`src/rtl/jk_bank_sequencer.sv`:
```
// jk_bank_sequencer: drives the J/K inputs of a WIDTH-bit JK flip-flop bank to load/clear/set/toggle/count it.
// Latency: accept edge -> 1 EXEC cycle (N for UP/DOWN, none when N=0) -> 1 DONE cycle -> IDLE.
// Backpressure: cmd_ready is high only in IDLE; commands offered at any other time are ignored.
module jk_bank_sequencer #(
  parameter int WIDTH = 4,
  parameter int CNTW  = 8
) (
  input  logic             clk,
  input  logic             Clear,
  input  logic             cmd_valid,
  output logic             cmd_ready,
  input  logic [2:0]       cmd_op,
  input  logic [CNTW-1:0]  cmd_arg,
  input  logic [WIDTH-1:0] q_fb,
  output logic [WIDTH-1:0] j_out,
  output logic [WIDTH-1:0] k_out,
  output logic             busy,
  output logic             done
);

  localparam logic [2:0] OP_LOAD = 3'b001;
  localparam logic [2:0] OP_CLR  = 3'b010;
  localparam logic [2:0] OP_SET  = 3'b011;
  localparam logic [2:0] OP_UP   = 3'b100;
  localparam logic [2:0] OP_DOWN = 3'b101;
  localparam logic [2:0] OP_TGL  = 3'b110;

  typedef enum logic [1:0] {S_IDLE, S_EXEC, S_DONE} state_t;

  state_t           state_q, state_d;
  logic [2:0]       op_q, op_d;
  logic [WIDTH-1:0] arg_q, arg_d;
  logic [CNTW-1:0]  cnt_q, cnt_d;
  logic             is_count;
  logic [WIDTH-1:0] up_t, dn_t;

  assign is_count = (cmd_op == OP_UP) || (cmd_op == OP_DOWN);

  // State and latched-command registers; Clear aborts any command immediately.
  always_ff @(posedge clk or negedge Clear) begin
    if (!Clear) begin
      state_q <= S_IDLE;
      op_q    <= '0;
      arg_q   <= '0;
      cnt_q   <= '0;
    end else begin
      state_q <= state_d;
      op_q    <= op_d;
      arg_q   <= arg_d;
      cnt_q   <= cnt_d;
    end
  end

  // Next state: q_fb is deliberately absent so unknown feedback cannot disturb control.
  always_comb begin
    state_d = state_q;
    op_d    = op_q;
    arg_d   = arg_q;
    cnt_d   = cnt_q;
    case (state_q)
      S_IDLE: begin
        if (cmd_valid) begin
          op_d    = cmd_op;
          arg_d   = cmd_arg[WIDTH-1:0];
          cnt_d   = is_count ? cmd_arg : CNTW'(1);
          state_d = (is_count && (cmd_arg == '0)) ? S_DONE : S_EXEC;
        end
      end
      S_EXEC: begin
        cnt_d = cnt_q - CNTW'(1);
        if (cnt_q == CNTW'(1)) state_d = S_DONE;
      end
      S_DONE:  state_d = S_IDLE;
      default: state_d = S_IDLE;
    endcase
  end

  // Counting toggle enables: bit i flips when all lower bits are 1 (up) or all 0 (down).
  always_comb begin
    logic up_acc;
    logic dn_acc;
    up_acc = 1'b1;
    dn_acc = 1'b1;
    up_t   = '0;
    dn_t   = '0;
    for (int i = 0; i < WIDTH; i++) begin
      up_t[i] = up_acc;
      dn_t[i] = dn_acc;
      up_acc  = up_acc & q_fb[i];
      dn_acc  = dn_acc & ~q_fb[i];
    end
  end

  // Outputs: J/K only driven in EXEC so the bank updates on the same edge the counter steps.
  always_comb begin
    cmd_ready = (state_q == S_IDLE);
    busy      = (state_q == S_EXEC);
    done      = (state_q == S_DONE);
    j_out     = '0;
    k_out     = '0;
    if (state_q == S_EXEC) begin
      case (op_q)
        OP_LOAD: begin
          j_out = arg_q;
          k_out = ~arg_q;
        end
        OP_CLR:  k_out = '1;
        OP_SET:  j_out = '1;
        OP_UP: begin
          j_out = up_t;
          k_out = up_t;
        end
        OP_DOWN: begin
          j_out = dn_t;
          k_out = dn_t;
        end
        OP_TGL: begin
          j_out = arg_q;
          k_out = arg_q;
        end
        default: begin
          j_out = '0;
          k_out = '0;
        end
      endcase
    end
  end

endmodule

```
`config.mk`:
```
export PLATFORM = sky130hd
export DESIGN_NAME = jk_bank_sequencer
export DESIGN_NICKNAME = d
export VERILOG_FILES = /design/src/rtl/jk_bank_sequencer.sv
export SDC_FILE = /design/constraint.sdc
export NUM_CORES = 1
export LEC_CHECK = 0
export CORE_MARGIN = 2
export CORE_UTILIZATION = 52
export DETAILED_ROUTE_END_ITERATION = 7
export HOLD_SLACK_MARGIN = 0.15
export PLACE_DENSITY_LB_ADDON = 0.3
export SLEW_MARGIN = 30
export SYNTH_ARGS = -nofsm -noshare
export SYNTH_HDL_FRONTEND = slang
export SYNTH_SLANG_ARGS = --single-unit
```
`constraint.sdc`:
```
create_clock -name clk -period 2.9 [get_ports clk]
set_input_delay 0.29 -clock clk [delete_from_list [all_inputs] [get_ports clk]]
set_output_delay 0.29 -clock clk [all_outputs]
set_load 0.01 [all_outputs]
```
# [Word level (Yosys, flattened, before mapping)]
# Index checks and enable logic that the tools add are counted.
[totals] in_bits=18 ff_bits=17 elab_cells=46 out_inout_bits=11
[classes] n_addsub=1 n_eq_ne=13 bitwise_logic=8 n_mux=11 n_reduce_logical=9
[op_table] op="one-hot mux 4 bit (5 select lines)" count=1
[op_table] op="2-to-1 mux 8 bit" count=2
[op_table] op="one-hot mux 4 bit (4 select lines)" count=1
[op_table] op="one-hot mux 8 bit (2 select lines)" count=1
[op_table] op="equality test 3 bit, second input constant" count=5
[op_table] op="equality test 8 x 1 -> 1 bit, second input constant" count=1
[op_table] op="logical NOT 8 bit" count=1
[op_table] op="2-to-1 mux 4 bit" count=2
[op_table] op="subtractor 8 x 1 -> 8 bit, second input constant" count=1
[op_table] op="equality test 3 x 2 -> 1 bit, second input constant" count=2
[op_table] op="2-to-1 mux 2 bit" count=3
[op_table] op="AND reduction 2 bit" count=3
[op_table] op="bitwise AND 1 bit" count=4
[op_table] op="inverter 4 bit" count=1
[op_table] op="one-hot mux 2 bit (2 select lines)" count=1
[op_table] op="equality test 3 x 1 -> 1 bit, second input constant" count=1
[op_table] op="inverter 1 bit" count=3
[op_table] op="equality test 2 x 1 -> 1 bit, second input constant" count=1
[op_table] op="equality test 2 bit, second input constant" count=1
[op_table] op="logical NOT 2 bit" count=1
[op_table] op="inequality test 2 x 1 -> 1 bit, second input constant" count=1
[op_table] op="inequality test 2 bit, second input constant" count=1
[op_table] op="nonzero test 2 bit" count=1
[op_table] op="OR reduction 2 bit" count=1
[op_table] op="other kinds (2)" count=2

# [Longest topological paths before layout]
[depth] word_depth=6 ltp_mapped=6 ltp_nobuf=6

# [Worst setup path after synthesis]
# OpenSTA, ideal clock, no wires.
[synth_timing] path_kind="register -> register" start="reg cnt_q[2]" end="reg cnt_q[5]" synth_period_minus_slack_ns=1.520 required_ns=2.761 stages_incl_launch_ff=5 slack_ns=1.380 t_arrival_ns=1.381 cell_sequence="dfrtp_1 or4_1 buf_2 o311ai_2 o211ai_1"
[synth_between] elab_chain_cells=2
[synth_lines] item="from (decl)" line="33" rtl="logic [CNTW-1:0] cnt_q, cnt_d;"
[synth_lines] item="from (signal assigned)" line="50" rtl="cnt_q <= cnt_d;"
[synth_lines] item="subtractor 8 x 1 -> 8 bit" line="70" rtl="cnt_d = cnt_q - CNTW'(1);"
[synth_lines] item="one-hot mux 8 bit (2 select lines)" line="60" rtl="case (state_q)"
# No other way between the ends.
# A chain may end at the register's enable or synchronous reset.

# [Final worst setup path]
[layout_timing] start="reg state_q[1]" end="out k_out[2]"
[layout_between] elab_chain_cells=2
[layout_lines] item="from (decl)" line="30" rtl="state_t state_q, state_d;"
[layout_lines] item="from (signal assigned)" line="47" rtl="state_q <= state_d;"
[layout_lines] item="equality test 2 x 1 -> 1 bit" line="101" rtl="if (state_q == S_EXEC) begin"
[layout_lines] item="2-to-1 mux 4 bit" line="101"
[layout_lines] item="to (decl)" line="16" rtl="output logic [WIDTH-1:0] k_out,"
# No other way between the ends.

==> impl_metrics.ini <==
[outcome]
status = completed

[floorplanning]
initial_core_util_pct = 56.25
dieArea_um2 = 2577
die_h_um = 50.77
core_um2 = 2022
num_rows = 16
dieWidth_um = 50.77
pin_count = 29

[global_route]
grt_pass1_wl_um = 4319
grt_pass1_vias = 1031
overflow = 0
grt_use_total_pct = 21.69
antenna_found_initial = 0
grt_max_degree = 21

[final_layout]
ff_latch_area_um2 = 425.4
n_antenna_cell = 0
final_util_pct = 70.42
fillers = 172
area_growth_pct = 25.19
nets = 167
final_area_um2 = 1424
drive_gt1_share_pct = 8.904
multiInputGateArea_um2 = 645.6

[timing]
rsz0062_at_grt = no
period_needed_ps = 2406
slew_headroom_pct = 48.31
finalClockSkew_ps = 4.740
final.setup.worst_slack_ps = 494.1
fmax_mhz = 415.6
final-max-slew-violation-count = 0
fin_crit_sh_pct = 82.96
worst_slew_pin_slew_ps = 773.0
setup_viol = 0
hold-worst-slack_ps = 434.0
finalSetupTns_ps = 0
finalHoldViolCount = 0

[cts]
cts-buffers-inserted = 3
numClockSinks = 17
cts_setup_buffers = 0
hold_buffers = 0
cts_resized = 0
clk_latency_ps = 290
h-tree-depth = 1
cts_root_buffer = clkbuf_4
cts_tree = built
clkTransAtPathRegs_ps = 100
clock_path_buffers = 2

[power]
p_int_w = 0.0006408
clock_power_share_pct = 12.3
p_per_area_nw_per_um2 = 739.6
switching_power_w = 0.0004123
vdd_drop_max_v = 0.0005687
sequentialPowerShare_pct = 40.0
swShare_pct = 39.15
leakagePower_nw = 0.5791
combinationalPowerShare_pct = 47.8

[drt]
routed_wl_um = 2534
dr.first_iter.drc_count = 14
final_antenna_net_count = 0
dr_total_vias = 1048
drc_errors = 0
wire_per_inst_um = 14.65
drt-pass1-iter-count = 5
via_per_inst = 6.058

[yosys]
ys_seq_area_share_pct = 37.40
ys_ff_latch = 17
ys.flop_type = dfrtp_1
yosys_warnings = 0
synth.largest_area_cell = dfrtp_1
netlist_top_cells_area = dfrtp_1 (37%), mux2_2 (5.9%), a21oi_1 (5.7%)
syn_nets = 144
async_reset_ff_share_pct = 100.0
netlist_instances = 124
synth_top_area_share_pct = 37.40
synth_cell_types = 44
synth_edf_count = 0
syn_area_per_cell_um2 = 9.172
yosysMostFrequentCell = dfrtp_1
syn_area_um2 = 1137
synth_commonest_cells = dfrtp_1 (17), a21oi_1 (13), nand2_1 (10), nor2_1 (8)

[critical_path]
crit_top_cell = a21oi_1
worstPathCellList = nand2b_1 -> a21oi_1 -> o31ai_1 -> a21oi_1 -> clkdlybuf4s50_1
r2r_cells = 4
startpoint_type = flop
worstPathMaxFanout = 12
crit_start = state_q[1]
cp_slowest_cell = clkdlybuf4s50_1
cpPeakStageDelay_ps = 560
worstSetupEndpointType = output pin
r2r_end = cnt_q[7]
crit_end = k_out[2]
critPathRequiredTime_ps = 2610
arrival_ps = 2120
r2r_slack_ps = 980
worst-setup-path-type = flop to output pin
r2r-start = state_q[0]

[place]
gp_congestion = 0.8267
place.port_buffers = 27
place_ws_ps = 641.4
placed_cell_area_um2 = 1398
dp_hpwl_um = 1926

[min_path]
hp-class = input pin to asynchronous set/reset pin

[run]
cap_viol_max_count = 0
-- power groups by stage --
stage	logic, W	registers, W	clock network, W
floorplan	0.000358	0.000377	0
global placement	0.000475	0.000417	0
detailed placement	0.000502	0.000426	0
CTS	0.000505	0.000420	0.000131
global route	0.000557	0.000440	0.000140
finish	0.000503	0.000421	0.000129
-- metrics by stage --
stage / std cells / total power (W)
finish: 173 / 0.001053
global route: 173 / 0.001137
CTS: 173 / 0.001055
detailed placement: 169 / 0.0009282
global placement: 169 / 0.0008924
floorplan: 124 / 0.0007352
-- worst max-delay path, delay by kind of cell (launching register included) --
family	cells	cell delay [ps]
buffers and inverters	1	560
AO/OA/AOI/OAI	3	500
flip-flops	1	420
AND/OR/NAND/NOR	1	350
-- worst min-delay path by stage --
stage          startpoint         end  slack [ps]
6_report            Clear    arg_q[0]         430
2_1_floorplan       Clear    arg_q[0]          -6
4_1_cts             Clear    arg_q[0]         470
5_1_grt             Clear  state_q[1]         500
3_5_place_dp     arg_q[1]    arg_q[1]         530
3_3_place_gp     arg_q[1]    arg_q[1]         500
-- cells in the final DEF, fill, tap and decap left out, types with 3 or more instances in the layout --
cell type and count:
clkdlybuf4s50_1 27, nand2_1 10, a21oi_1 13, mux2_2 6
nor2_1 8, o211ai_1 3, dfrtp_1 17, clkbuf_4 3
o21ai_0 5, nand3_1 3, inv_1 6
-- cell type report --
type                    instances  area share, %
multi-input cells              92          45.34
well taps                      27          2.373
repair buffers                 27          18.98
clock buffers                   4          1.845
flip-flops and latches         17          29.88
inverters                       6          1.582
-- sequential cells by signal, summed over array words and instances, names as in the netlist --
| signal | count |
|---|---|
| cnt_q | 8 |
| arg_q | 4 |
| op_q | 3 |
| state_q | 2 |
-- kinds of logic (layout without fill, tap and decap cells) --
logic type | Yosys count | after routing | share of synthesized area, %
AOI/OAI and AO/OA | 42 | 42 | 25.85
and+or+nand+nor | 40 | 40 | 21.01
DFF | 17 | 17 | 37.40
buffers and inverters | 15 | 37 | 5.830
muxes | 7 | 7 | 6.930
adders and majority gates | 2 | 2 | 2.200
xor gates and xnor gates | 1 | 1 | 0.7702
-- per-layer routing --
metal / wire, um / share of wire, % / track usage (%)
met4: 36 / 1.4 / 7.658
met3: 76 / 3.0 / 2.083
met1: 1110 / 44 / 26.04
met5: 0 / 0 / 0
met2: 1311 / 52 / 39.91
No activity file was read; power rests on OpenSTA's default activity.
